===== config.mk =====
export PLATFORM = sky130hd
export DESIGN_NAME = mips_alu_seq
export DESIGN_NICKNAME = d
export VERILOG_FILES = /design/src/rtl/mips_alu_pkg.sv /design/src/rtl/lead_counter.sv /design/src/rtl/mips_alu_seq.sv
export SDC_FILE = /design/constraint.sdc
export NUM_CORES = 1
export LEC_CHECK = 0
export BUFFER_PORTS_ARGS = -buffer_cell sky130_fd_sc_hd__buf_2
export CAP_MARGIN = 15
export CORE_AREA = 2 2 167 120
export CTS_CLUSTER_DIAMETER = 40
export DETAILED_ROUTE_END_ITERATION = 16
export DIE_AREA = 0 0 169 122
export GPL_ROUTABILITY_DRIVEN = 0
export REMOVE_ABC_BUFFERS = 1
export SLEW_MARGIN = 20
export SYNTH_ARGS = -nofsm -noshare
export SYNTH_HDL_FRONTEND = slang
export SYNTH_SLANG_ARGS = --single-unit

===== constraint.sdc =====
create_clock -name clk -period 3.55 [get_ports clk]
set_clock_uncertainty 0.1 [all_clocks]
set_input_delay 0.1775 -clock clk [delete_from_list [all_inputs] [get_ports clk]]
set_output_delay 0.1775 -clock clk [all_outputs]
set_load 0.05 [all_outputs]

===== src/rtl/mips_alu_pkg.sv =====
// Shared definitions for the sequential MIPS ALU: func codes, FSM states, flag bundle.
package mips_alu_pkg;

    localparam int DEF_WIDTH = 32;

    localparam logic [5:0] FUNC_ADD  = 6'b100000;
    localparam logic [5:0] FUNC_ADDU = 6'b100001;
    localparam logic [5:0] FUNC_SUB  = 6'b100010;
    localparam logic [5:0] FUNC_AND  = 6'b100100;
    localparam logic [5:0] FUNC_OR   = 6'b100101;
    localparam logic [5:0] FUNC_NOR  = 6'b100111;
    localparam logic [5:0] FUNC_SLT  = 6'b101010;
    localparam logic [5:0] FUNC_SLTU = 6'b101011;
    localparam logic [5:0] FUNC_CLO  = 6'b111000;
    localparam logic [5:0] FUNC_CLZ  = 6'b000111;
    localparam logic [5:0] FUNC_BGTZ = 6'b110010;
    localparam logic [5:0] FUNC_B    = 6'b110100;
    localparam logic [5:0] FUNC_BLEZ = 6'b110110;

    typedef enum logic {
        IDLE  = 1'b0,
        COUNT = 1'b1
    } fsmState_t;

    typedef struct packed {
        logic overflow;
        logic condTrue;
        logic illegal;
    } aluFlags_t;

endpackage


===== src/rtl/lead_counter.sv =====
// Iterative leading-ones/zeros scanner; the MSB is checked at load time by the
// caller, so the first scan cycle already looks at the second bit.
module lead_counter
    import mips_alu_pkg::*;
#(
    parameter int WIDTH = DEF_WIDTH,
    parameter int CW    = $clog2(WIDTH + 1)
) (
    input  logic             clk,
    input  logic             rst_n,
    input  logic             load,
    input  logic             run,
    input  logic             countOnes,
    input  logic [WIDTH-1:0] data,
    output logic             firstMatch,
    output logic             finish,
    output logic [CW-1:0]    count
);
    logic [WIDTH-1:0] shReg;
    logic [CW-1:0]    cnt;
    logic             matchBit;
    logic             hit;
    logic [CW-1:0]    nextCnt;

    assign firstMatch = (data[WIDTH-1] == countOnes);
    assign hit        = (shReg[WIDTH-1] == matchBit);
    assign nextCnt    = cnt + CW'(hit);
    // Stop on the first mismatch, or once every bit has matched.
    assign finish     = run && (!hit || (nextCnt == CW'(WIDTH)));
    assign count      = nextCnt;

    always_ff @(posedge clk) begin
        if (!rst_n) begin
            shReg    <= '0;
            cnt      <= '0;
            matchBit <= 1'b0;
        end else if (load) begin
            shReg    <= data << 1;
            cnt      <= CW'(1);
            matchBit <= countOnes;
        end else if (run) begin
            shReg    <= shReg << 1;
            cnt      <= nextCnt;
        end
    end

endmodule


===== src/rtl/mips_alu_seq.sv =====
// MIPS ALU with registered outputs; single-cycle ops complete in one cycle,
// CLO/CLZ iterate one bit per cycle through lead_counter.
module mips_alu_seq
    import mips_alu_pkg::*;
#(
    parameter int WIDTH = DEF_WIDTH
) (
    input  logic             clk,
    input  logic             rst_n,
    input  logic             start,
    input  logic [5:0]       func,
    input  logic [WIDTH-1:0] opA,
    input  logic [WIDTH-1:0] opB,
    output logic             busy,
    output logic             done,
    output logic [WIDTH-1:0] result,
    output logic             zero,
    output logic             overflow,
    output logic             condTrue,
    output logic             illegal
);
    localparam int CW = $clog2(WIDTH + 1);

    fsmState_t        state, stateNext;
    aluFlags_t        aluFlags, flagsQ, flagsNext;
    logic [WIDTH-1:0] aluResult, resultNext, sum, diff;
    logic             isCount, goCount, countOnes, doneNext;
    logic             firstMatch, cntFinish;
    logic [CW-1:0]    cntValue;

    always_comb begin
        sum       = opA + opB;
        diff      = opA - opB;
        aluResult = '0;
        aluFlags  = '0;
        isCount   = 1'b0;
        case (func)
            FUNC_ADD: begin
                aluResult         = sum;
                aluFlags.overflow = (opA[WIDTH-1] == opB[WIDTH-1]) && (sum[WIDTH-1] != opA[WIDTH-1]);
            end
            FUNC_ADDU: aluResult = sum;
            FUNC_SUB: begin
                aluResult         = diff;
                aluFlags.overflow = (opA[WIDTH-1] != opB[WIDTH-1]) && (diff[WIDTH-1] != opA[WIDTH-1]);
            end
            FUNC_AND:  aluResult = opA & opB;
            FUNC_OR:   aluResult = opA | opB;
            FUNC_NOR:  aluResult = ~(opA | opB);
            FUNC_SLT:  aluResult[0] = $signed(opA) < $signed(opB);
            FUNC_SLTU: aluResult[0] = opA < opB;
            FUNC_BGTZ: begin
                aluResult         = opA;
                aluFlags.condTrue = !opA[WIDTH-1] && (opA != '0);
            end
            FUNC_BLEZ: begin
                aluResult         = opA;
                aluFlags.condTrue = opA[WIDTH-1] || (opA == '0);
            end
            FUNC_B: begin
                aluResult         = opA;
                aluFlags.condTrue = 1'b1;
            end
            FUNC_CLO, FUNC_CLZ: begin
                isCount      = 1'b1;
                // Only reaches the output when no iteration is needed (k=0, or WIDTH=1).
                aluResult[0] = firstMatch;
            end
            default: aluFlags.illegal = 1'b1;
        endcase
    end

    assign countOnes = (func == FUNC_CLO);
    assign goCount   = isCount && firstMatch && (WIDTH > 1);

    lead_counter #(
        .WIDTH (WIDTH),
        .CW    (CW)
    ) uLeadCounter (
        .clk        (clk),
        .rst_n      (rst_n),
        .load       (start && (state == IDLE) && goCount),
        .run        (state == COUNT),
        .countOnes  (countOnes),
        .data       (opA),
        .firstMatch (firstMatch),
        .finish     (cntFinish),
        .count      (cntValue)
    );

    always_comb begin
        stateNext  = state;
        doneNext   = 1'b0;
        resultNext = result;
        flagsNext  = flagsQ;
        case (state)
            IDLE: begin
                if (start) begin
                    if (goCount) begin
                        stateNext = COUNT;
                    end else begin
                        doneNext   = 1'b1;
                        resultNext = aluResult;
                        flagsNext  = aluFlags;
                    end
                end
            end
            COUNT: begin
                if (cntFinish) begin
                    stateNext              = IDLE;
                    doneNext               = 1'b1;
                    resultNext             = '0;
                    resultNext[CW-1:0]     = cntValue;
                    flagsNext              = '0;
                end
            end
            default: stateNext = IDLE;
        endcase
    end

    always_ff @(posedge clk) begin
        if (!rst_n) begin
            state  <= IDLE;
            done   <= 1'b0;
            result <= '0;
            flagsQ <= '0;
        end else begin
            state  <= stateNext;
            done   <= doneNext;
            result <= resultNext;
            flagsQ <= flagsNext;
        end
    end

    assign busy     = (state == COUNT);
    assign zero     = (result == '0);
    assign overflow = flagsQ.overflow;
    assign condTrue = flagsQ.condTrue;
    assign illegal  = flagsQ.illegal;

endmodule


==> out/results.ini <==
[clock_network]
post_cts_buffers=0
cts_tree=done
cts_resized=0
clock_latency_ns=0.36
h-tree-depth=3
clock_path_buffers=2
cts_made_buffers=9
clock-sinks=75
cts_hold_buf=0
cts-root-buf=clkbuf_16
path_clk_slew_ns=0.07

[sta]
worst_pin_slew_ns=0.9522
setup_viol=0
final_max_slew_viol_count=0
fin_crit_sh_pct=91.02
min_period_ns=3.231
grt_setup_unrepaired=false
max_freq_mhz=309.5
finalSetupTns_ns=0
max-slew-margin-rel_pct=36.37
hold_viol=0

[final_layout]
area_delta_synth_final_pct=15.35
fin_cells=1514
layout-drive-gt1-share_pct=15.94
nets=1440
n_antenna_cell=0
largest_reg_flops=32
regMostFlops=result
top_regs=result (32), uLeadCounter.shReg (31), uLeadCounter.cnt (6)

[floorplanning]
die_w_um=169
die_height_um=122
dieArea_um2=20620
rows=43
pin_count=111
initial_core_util_pct=43.88
coreArea_um2=19260

[run_status]
status=finished clean

[hold_path]
min_from=opA[0]
whs_endpoint=uLeadCounter.shReg[1]$_SDFFE_PN0P_
worstHoldPathType=in -> reg
worstHoldPathCells=3

[grt]
overflow=0
grt_pass1_vias=8564
grt_pass1_wl_um=48770
grtUsageMet3_pct=6.498
grt_max_degree=51
antenna_found_initial=0
grtUsageMet2_pct=43.29
top_usage_layer=met1
grt_usage_pct=30.44
grt_use_met1_pct=45.52

[setup_path]
crit_family=compound AO/OA/AOI/OAI gates
worstRegToRegCells=14
criticalPathCategory=in -> reg
end_kind=flop
r2r-end=result[26]$_SDFFE_PN0P_
crit_chain=buf_2, ha_1, fa_1, a21oi_1, o21ai_0, a221oi_2, o21ai_2, a221o_1, a311oi_2, o32ai_1, a2111oi_0, a2111oi_1
arrival_ns=3.34
critPathBufInv=1
max_stage_delay_ns=0.45
cp.required_ns=3.66
worst-path-max-fanout=5
r2r_start=uLeadCounter.shReg[31]$_SDFFE_PN0P_
cp-start-kind=input pin
slowest_stage=a221oi_2
reg2reg_slack_ns=0.34
critPathLaunch=opA[0]

[yosys]
yosys.area.top_type_share_pct=17.76
synth_most_common_cell=a21oi_1
syn_inst=1169
ys_types=79
synth_area_um2=8452
synth_top_area_cell=dfxtp_1
synthTopCellsByArea=dfxtp_1 (18%), ha_1 (15%), a21oi_1 (7.0%)
ys_warn_count=0
synth_async_sr_flop_share_pct=0
synth_edf_count=0
synth_common_cells=a21oi_1 (119), nand2_1 (111), ha_1 (103)
synth-seq-cells=75
syn_avg_cell_area_um2=7.230
synth_sequential_area_ratio_pct=17.76
synthFlopType=dfxtp_1

[place]
dp.cells=1498
dpl.hpwl_um=23780
portBuffers=110

[detailed_routing]
drtIter0Drc=1241
ant_nets=0
finalWirelength_um=31480
drtPass1Iterations=5
wl_per_cell_um=20.79
via_count=9456
drc=0
avgViaCountPerCell=6.246

[power]
cellLeakagePower_nw=4.290
vdd_drop_max_uv=169.4
powerDensity_nw_per_um2=304.4

[run]
cap_violations=0

## tightest hold or removal path, stage by stage
cell     delay, ns
buf_2         0.14
a21oi_1       0.08
nor2_1        0.08
## metal layers
layer  wire, µm  vias to the layer above
met4        820                        0
met1      15270                     4448
met3       3098                       55
li1           -                     4492
met5          0                        -
met2      12290                      461
## how the worst max path moves through the flow
stage | to | slack, ns | depth (start not counted)
3_5_place_dp | result[22]$_SDFFE_PN0P_ | 0.06 | 14
2_1_floorplan | uLeadCounter.shReg[10]$_SDFFE_PN0P_ | -0.11 | 5
3_3_place_gp | result[22]$_SDFFE_PN0P_ | 0.08 | 14
4_1_cts | result[22]$_SDFFE_PN0P_ | 0.42 | 14
5_1_grt | result[26]$_SDFFE_PN0P_ | 0.17 | 14
6_report | result[26]$_SDFFE_PN0P_ | 0.32 | 12
## layout make-up
cell class | instances | area [µm²]
timing repair buffer | 159 | 930.9
tap | 247 | 309.0
fill | 1936 | 9512
clock inverter | 7 | 106.4
clock buffer | 9 | 225.2
sequential | 75 | 1503
inverter | 101 | 379.1
multi-input combinational | 916 | 6296
## metrics by stage
| stage | setup slack, ns | instance area, µm² | util, % | power (mW) | hold WS [ns] |
|---|---|---|---|---|---|
| final | 0.3187 | 9749 | 50.62 | 2.967 | 0.05271 |
| after global routing | 0.1698 | 9749 | 50.62 | 3.102 | 0.06553 |
| after floorplan | -0.1133 | 8154 | - | 1.512 | 0.1950 |
| after detailed placement | 0.06384 | 9418 | 48.90 | 1.860 | 0.3483 |
| after global placement | 0.08427 | 9418 | 48.90 | 1.856 | 0.3440 |
| after CTS | 0.4175 | 9749 | 50.62 | 2.958 | 0.04654 |
## layout by cell type, fill, tap and decap left out, types with 21 or more instances in the layout
master    instances
a21oi_1         119
o21ai_0          65
inv_1           100
a22oi_1          45
nor4_1           23
a221oi_1         21
a221o_1          21
ha_1            103
nand2_1         111
nor2_1           88
dfxtp_1          74
buf_4            48
buf_2           110
## cells by family after synthesis
logic type      count (synthesis)  share of synthesized area [%]
simple gates                  342                          19.39
compound gates                436                          35.62
flops                          75                          17.76
fa+ha+maj                     105                          15.72
xor+xnor                       28                          2.902
mux                             5                         0.5922
buf+inv                       178                          8.009
## power by group
part | switching (mW) | total, mW | internal (mW)
registers | 0.00810 | 0.859 | 0.851
logic | 0.649 | 1.02 | 0.367
clock network | 0.460 | 1.09 | 0.632
Note: power is estimated with default switching activity, not from simulation.
